--- src/rtl/dram_sequencer.sv ---
// RAS/CAS sequencer with CAS-before-RAS refresh scheduling for a 68040 DRAM controller.
// Refresh is granted only from IDLE, so it never interrupts an access.
module dram_sequencer #(
  parameter int REFRESH_DIV = 390,
  parameter int RCD_CYC     = 2,
  parameter int CAS_CYC     = 2,
  parameter int RP_CYC      = 3,
  parameter int REF_CYC     = 4
) (
  input  logic       CLK,
  input  logic       RESET,
  input  logic       REQ,
  input  logic       REQ_RW,
  input  logic [1:0] REQ_BANK,
  input  logic [3:0] REQ_BE,
  input  logic       REQ_BURST,
  output logic       GNT,
  output logic       ACK,
  output logic [1:0] BEAT,
  output logic [3:0] nRAS,
  output logic [3:0] nCAS,
  output logic       MUXSEL,
  output logic       DRAMRW,
  output logic       REF_OVF
);

  typedef enum logic [2:0] {IDLE, ROW, COL, CPRE, PRECH, REF_CAS, REF_RAS} state_t;

  state_t      state;
  logic [15:0] ref_cnt;
  logic [15:0] cyc;
  logic [2:0]  pending;
  logic        rw_q;
  logic        burst_q;
  logic [3:0]  be_q;

  logic       tick;
  logic       ref_dec;
  logic       last_beat;
  logic [3:0] col_cas;

  assign tick      = (ref_cnt == 16'd0);
  assign ref_dec   = (state == IDLE) && (pending != 3'd0);
  assign last_beat = !burst_q || (BEAT == 2'd3);
  assign col_cas   = rw_q ? 4'h0 : ~be_q;

  // A tick that lands on the same edge as a refresh grant cancels out, so it is not counted as lost.
  always_ff @(posedge CLK) begin
    if (RESET) begin
      ref_cnt <= 16'(REFRESH_DIV - 1);
      pending <= 3'd0;
      REF_OVF <= 1'b0;
    end else begin
      ref_cnt <= tick ? 16'(REFRESH_DIV - 1) : ref_cnt - 16'd1;
      if (tick && !ref_dec) begin
        if (pending == 3'd7) REF_OVF <= 1'b1;
        else                 pending <= pending + 3'd1;
      end else if (!tick && ref_dec) begin
        pending <= pending - 3'd1;
      end
    end
  end

  // Outputs are loaded on the edge that enters a state, so they hold for that state's whole duration.
  always_ff @(posedge CLK) begin
    if (RESET) begin
      state   <= IDLE;
      cyc     <= 16'd0;
      rw_q    <= 1'b1;
      burst_q <= 1'b0;
      be_q    <= 4'h0;
      GNT     <= 1'b0;
      ACK     <= 1'b0;
      BEAT    <= 2'd0;
      nRAS    <= 4'hF;
      nCAS    <= 4'hF;
      MUXSEL  <= 1'b0;
      DRAMRW  <= 1'b1;
    end else begin
      GNT <= 1'b0;
      ACK <= 1'b0;
      case (state)
        IDLE: begin
          if (pending != 3'd0) begin
            state  <= REF_CAS;
            nCAS   <= 4'h0;
            nRAS   <= 4'hF;
            DRAMRW <= 1'b1;
            MUXSEL <= 1'b0;
          end else if (REQ) begin
            state   <= ROW;
            rw_q    <= REQ_RW;
            be_q    <= REQ_BE;
            burst_q <= REQ_BURST;
            GNT     <= 1'b1;
            BEAT    <= 2'd0;
            nRAS    <= ~(4'b0001 << REQ_BANK);
            MUXSEL  <= 1'b0;
            DRAMRW  <= REQ_RW;
            cyc     <= 16'(RCD_CYC - 1);
          end
        end
        ROW: begin
          if (cyc == 16'd0) begin
            state  <= COL;
            MUXSEL <= 1'b1;
            nCAS   <= col_cas;
            ACK    <= (CAS_CYC == 1);
            cyc    <= 16'(CAS_CYC - 1);
          end else begin
            cyc <= cyc - 16'd1;
          end
        end
        COL: begin
          if (cyc != 16'd0) begin
            cyc <= cyc - 16'd1;
            ACK <= (cyc == 16'd1);
          end else if (last_beat) begin
            state  <= PRECH;
            nRAS   <= 4'hF;
            nCAS   <= 4'hF;
            MUXSEL <= 1'b0;
            DRAMRW <= 1'b1;
            BEAT   <= 2'd0;
            cyc    <= 16'(RP_CYC - 1);
          end else begin
            state <= CPRE;
            nCAS  <= 4'hF;
            BEAT  <= BEAT + 2'd1;
          end
        end
        CPRE: begin
          state <= COL;
          nCAS  <= col_cas;
          ACK   <= (CAS_CYC == 1);
          cyc   <= 16'(CAS_CYC - 1);
        end
        PRECH: begin
          if (cyc == 16'd0) state <= IDLE;
          else              cyc   <= cyc - 16'd1;
        end
        REF_CAS: begin
          state <= REF_RAS;
          nRAS  <= 4'h0;
          cyc   <= 16'(REF_CYC - 1);
        end
        REF_RAS: begin
          if (cyc == 16'd0) begin
            state <= PRECH;
            nRAS  <= 4'hF;
            nCAS  <= 4'hF;
            cyc   <= 16'(RP_CYC - 1);
          end else begin
            cyc <= cyc - 16'd1;
          end
        end
        default: state <= IDLE;
      endcase
    end
  end

endmodule

--- config.mk ---
export PLATFORM = sky130hd
export DESIGN_NAME = dram_sequencer
export DESIGN_NICKNAME = d
export VERILOG_FILES = /design/src/rtl/dram_sequencer.sv
export SDC_FILE = /design/constraint.sdc
export NUM_CORES = 1
export LEC_CHECK = 0
export CORE_UTILIZATION = 62
export CTS_CLUSTER_DIAMETER = 200
export DETAILED_ROUTE_END_ITERATION = 8
export PLACE_DENSITY = 0.91
export SLEW_MARGIN = 5
export SYNTH_ARGS = -nofsm -noshare
export SYNTH_HDL_FRONTEND = slang
export SYNTH_SLANG_ARGS = --single-unit
--- constraint.sdc ---
create_clock -name CLK -period 5.6 [get_ports CLK]
set_input_delay 1.68 -clock CLK [delete_from_list [all_inputs] [get_ports CLK]]
set_output_delay 1.68 -clock CLK [all_outputs]
set_load 0.005 [all_outputs]
; ---- Yosys cells after proc, flatten, opt, wreduce, memory -nomap -nowiden
; Index checks and enable logic that the tools add are counted.
[word_totals]
latch_bits = 0
rom_bits = 0
mem_count = 0
ramBits = 0
in_bits = 11
ff_bits = 59
[classes]
n_mul = 0
eq_ne = 21
add_sub_neg = 5
reduce_logical = 31
muxes = 47
div = 0
bitwise_logic = 6
magnitude_cmp = 0
shift = 1
[ops]
columns = operator, count
row1 = two-way mux 16 bit, 7
row2 = case mux 16 bit (7 select lines), 1
row3 = two-way mux 4 bit, 9
row4 = logical NOT 16 bit, 2
row5 = "subtractor 16 x 1 -> 16 bit, second input constant", 2
row6 = two-way mux 3 bit, 10
row7 = AND reduction 5 bit, 5
row8 = case mux 3 bit (7 select lines), 1
row9 = case mux 4 bit (5 select lines), 1
row10 = "!= test 2 bit, second input constant", 9
row11 = "equality test 16 x 1 -> 1 bit, second input constant", 1
row12 = case mux 4 bit (4 select lines), 1
row13 = nonzero test 16 bit, 1
row14 = "equality test 3 bit, second input constant", 4
row15 = two-way mux 1 bit, 10
row16 = two-way mux 2 bit, 4
row17 = NOT 4 bit, 2
row18 = AND reduction 4 bit, 2
row19 = nonzero test 7 bit, 1
row20 = "equality test 3 x 2 -> 1 bit, second input constant", 2
row21 = nonzero test 3 bit, 2
row22 = OR reduction 3 bit, 2
row23 = nonzero test 5 bit, 1
row24 = NOT 1 bit, 4
row25 = other kinds (21), 27

; ---- Depth between registers and ports, before layout
[depth]
depth_word = 6
ltp_mapped = 10
depth_no_buf = 9

; ---- Least setup slack after synthesis
; OpenSTA, ideal clock, no wires.
[synth_timing]
kind = input port to flip-flop
from = in REQ
to = reg cyc[5]
cell_stages = 5
n_path_buf = 0
t_arrival_ns = 3.063
path_slack_ns = 2.471
path_cell_list = or4b_4 -> a21oi_4 -> o21ai_2 -> or4_4 -> a21oi_2
[synth_between]
elab_chain_cells = 2
[synth_lines]
columns = element, line
row1 = from (decl), 12  ; input logic REQ,
row2 = != test 2 bit (no source line), n/a
row3 = AND reduction 5 bit (no source line), n/a
row4 = to (signal assigned), 100  ; cyc <= 16'(RCD_CYC - 1);
row5 = to (signal assigned), 109  ; cyc <= 16'(CAS_CYC - 1);
row6 = to (signal assigned), 111  ; cyc <= cyc - 16'd1;
row7 = to (decl), 31  ; logic [15:0] cyc;
; No other way between the ends.
; A chain may end at the register's enable or synchronous reset.

; ---- Final worst setup path
; Same ends and word-level chain as after synthesis.

==> metrics.csv <==
metric,value,unit
ys_seq_area_share,39.01,%
initial_core_util,64.11,%
grt_max_degree,43,
hpwl,4415,µm
drv_slew,0,
skew,6.872,ps
synth.distinct_cells,69,
vdd_ir_drop_max,0.4338,mV
endpoint_kind,flip-flop,
critical_path.max_fanout,7,
cts_setup_buffers,0,
max_freq,289.0,MHz
rows,25,
worst_pin_slew,711.0,ps
cts.path.max_buffers,2,
synth_compound_area_share,18.14,%
cts_sinks,59,
routed_wl,6498,µm
fin_nets,378,
antenna_cells,0,
syn_inst,340,
drive_above_1_share,10.93,%
die_h,71.89,µm
final_antenna_net_count,0,
finalCritPeriodShare,61.78,%
fin_crit,3460,ps
power.density,644.4,nW/µm²
synth_top_family_by_area,simple AND/OR/NAND/NOR gates,
final_core_util,74.09,%
htree_levels,3,
yosysMostFrequentCell,dfxtp_1,
root_buffer,clkbuf_8,
cts_repair_resize_count,0,
holdWs,428.3,ps
cp-start-kind,primary input,
power,2.255,mW
post_synth.cell_area_avg,8.906,µm²
synthAdderAreaFrac,2.727,%
drc,0,
grt.total_usage,27.45,%
n_fill_cell,333,
critPathArrivalTime,3740,ps
yosysTopAreaCellShare,39.01,%
cts_buffers,9,
clk_pin_slew,70,ps
p_leak,1.341,nW
worstSkewPairLatency,340,ps
drtPass1Iterations,4,
synth_fp_nets,357,
drt_iter0_markers,126,
die_w,71.89,µm
relSlewSlack,52.54,%
wl_per_cell,15.01,µm
cp.required,5880,ps
routed_via_density,6.072,
io_pins,26,
holdBufCountCts,0,
grt_pass1_wl,10980,µm
synth-simple-area-share,27.27,%
critical_path_class,in -> reg,
synthFlopType,dfxtp_1,
synth-edff-count,0,
num_vias,2629,
grt_antenna_before_repair,0,
grt_setup_unrepaired,no,
status,"finished, final reports clean",
grt_overflow,0,
setup_ws,2140,ps
hold_viol_final,0,
synthMuxAreaShare,5.000,%
synth_xor_xnor_area_share,4.050,%
synth_common_cells,"dfxtp_1, nor2_1, nand2_1",
async_reset_ff_share,0,%
synth_top_area_cell,dfxtp_1,
tns,0,ps
ys_top_cells_by_area,"dfxtp_1, nor2_1, mux2i_1, a21oi_1, nand2_1",
coreArea,4723,µm²
synth-seq-cells,59,
yosysWarnings,0,
hold_path.class,reg -> reg,
grt_pass1_vias,2498,
setup_viol,0,
synth_area,3028,µm²
area_growth,15.58,%
cts_tree,yes,
cap_violations,0,
dieArea,5167,µm²
gp_congestion,0.8096,
place_ws,1784,ps
io_buffers,25,
## state kept, by name, indices dropped and copies added, names as in the netlist
signal / cells
DRAMRW: 1
BEAT: 2
ref_cnt: 16
state: 3
burst_q: 1
GNT: 1
be_q: 4
nCAS: 4
MUXSEL: 1
nRAS: 4
ACK: 1
REF_OVF: 1
rw_q: 1
pending: 3
cyc: 16
## where the power goes
group / total, mW / leakage, nW / switching, mW / internal [mW]
clock network: 0.433 / 0.111 / 0.170 / 0.263
registers: 0.690 / 0.482 / 0.156 / 0.534
logic: 1.13 / 0.749 / 0.646 / 0.487
## final cells by class
cell class / count / area (µm²) / area share, %
inverters: 7 / 26.28 / 0.7508
clock inverters: 4 / 73.82 / 2.109
well taps: 67 / 83.83 / 2.395
flip-flops and latches: 59 / 1181 / 33.75
multi-input cells: 258 / 1732 / 49.48
repair buffers: 26 / 257.7 / 7.365
clock buffers: 12 / 145.1 / 4.147
## cells in the final DEF, fill, tap and decap left out, types with 5 or more instances in the layout
master	count
ha_1	5
nor4_1	7
mux2i_1	14
or3_1	9
inv_1	7
clkbuf_8	10
nand2b_1	6
o21ai_0	14
nor2_1	48
nand2_1	19
nand3_1	9
a21oi_1	16
nor3_1	11
or4_1	7
clkdlybuf4s50_1	25
xor2_1	8
xnor2_1	6
dfxtp_1	59
## routing by layer
layer	track usage (%)	up-vias	wire length [µm]	share of wire (%)
li1	-	1294	-	-
met4	17.21	0	220	3.4
met1	31.54	1226	2747	42
met5	0	-	0	0
met3	8.158	27	345	5.3
met2	44.76	82	3184	49
## critical path: stages
cell	delay, ps
clkdlybuf4s50_1	530
or4b_4	510
a21oi_4	220
o21ai_2	140
or4_4	520
a21oi_2	130
## stage by stage
stage | cells | instance area (µm²)
after global placement | 417 | 3281
after floorplan | 340 | 3028
after global routing | 433 | 3500
after CTS | 433 | 3500
final | 433 | 3500
after detailed placement | 417 | 3281
## cells by family after synthesis
logic type,after synthesis
XOR/XNOR,14
multiplexers,15
AND/OR/NAND/NOR,148
flip-flops,59
adder cells (fa/ha/maj),6
AO/OA/AOI/OAI,75
buffers and inverters,23
## path summary, 6_finish.rpt
path,start,end,slack (ps),cells past startpoint
max,REQ,cyc[5],2140,6
min,ref_cnt[0],ref_cnt[0],430,1
max reg2reg,cyc[0],nRAS[1],2910,7
min reg2reg,ref_cnt[0],ref_cnt[0],430,1
(Power assumes the default switching activity.)
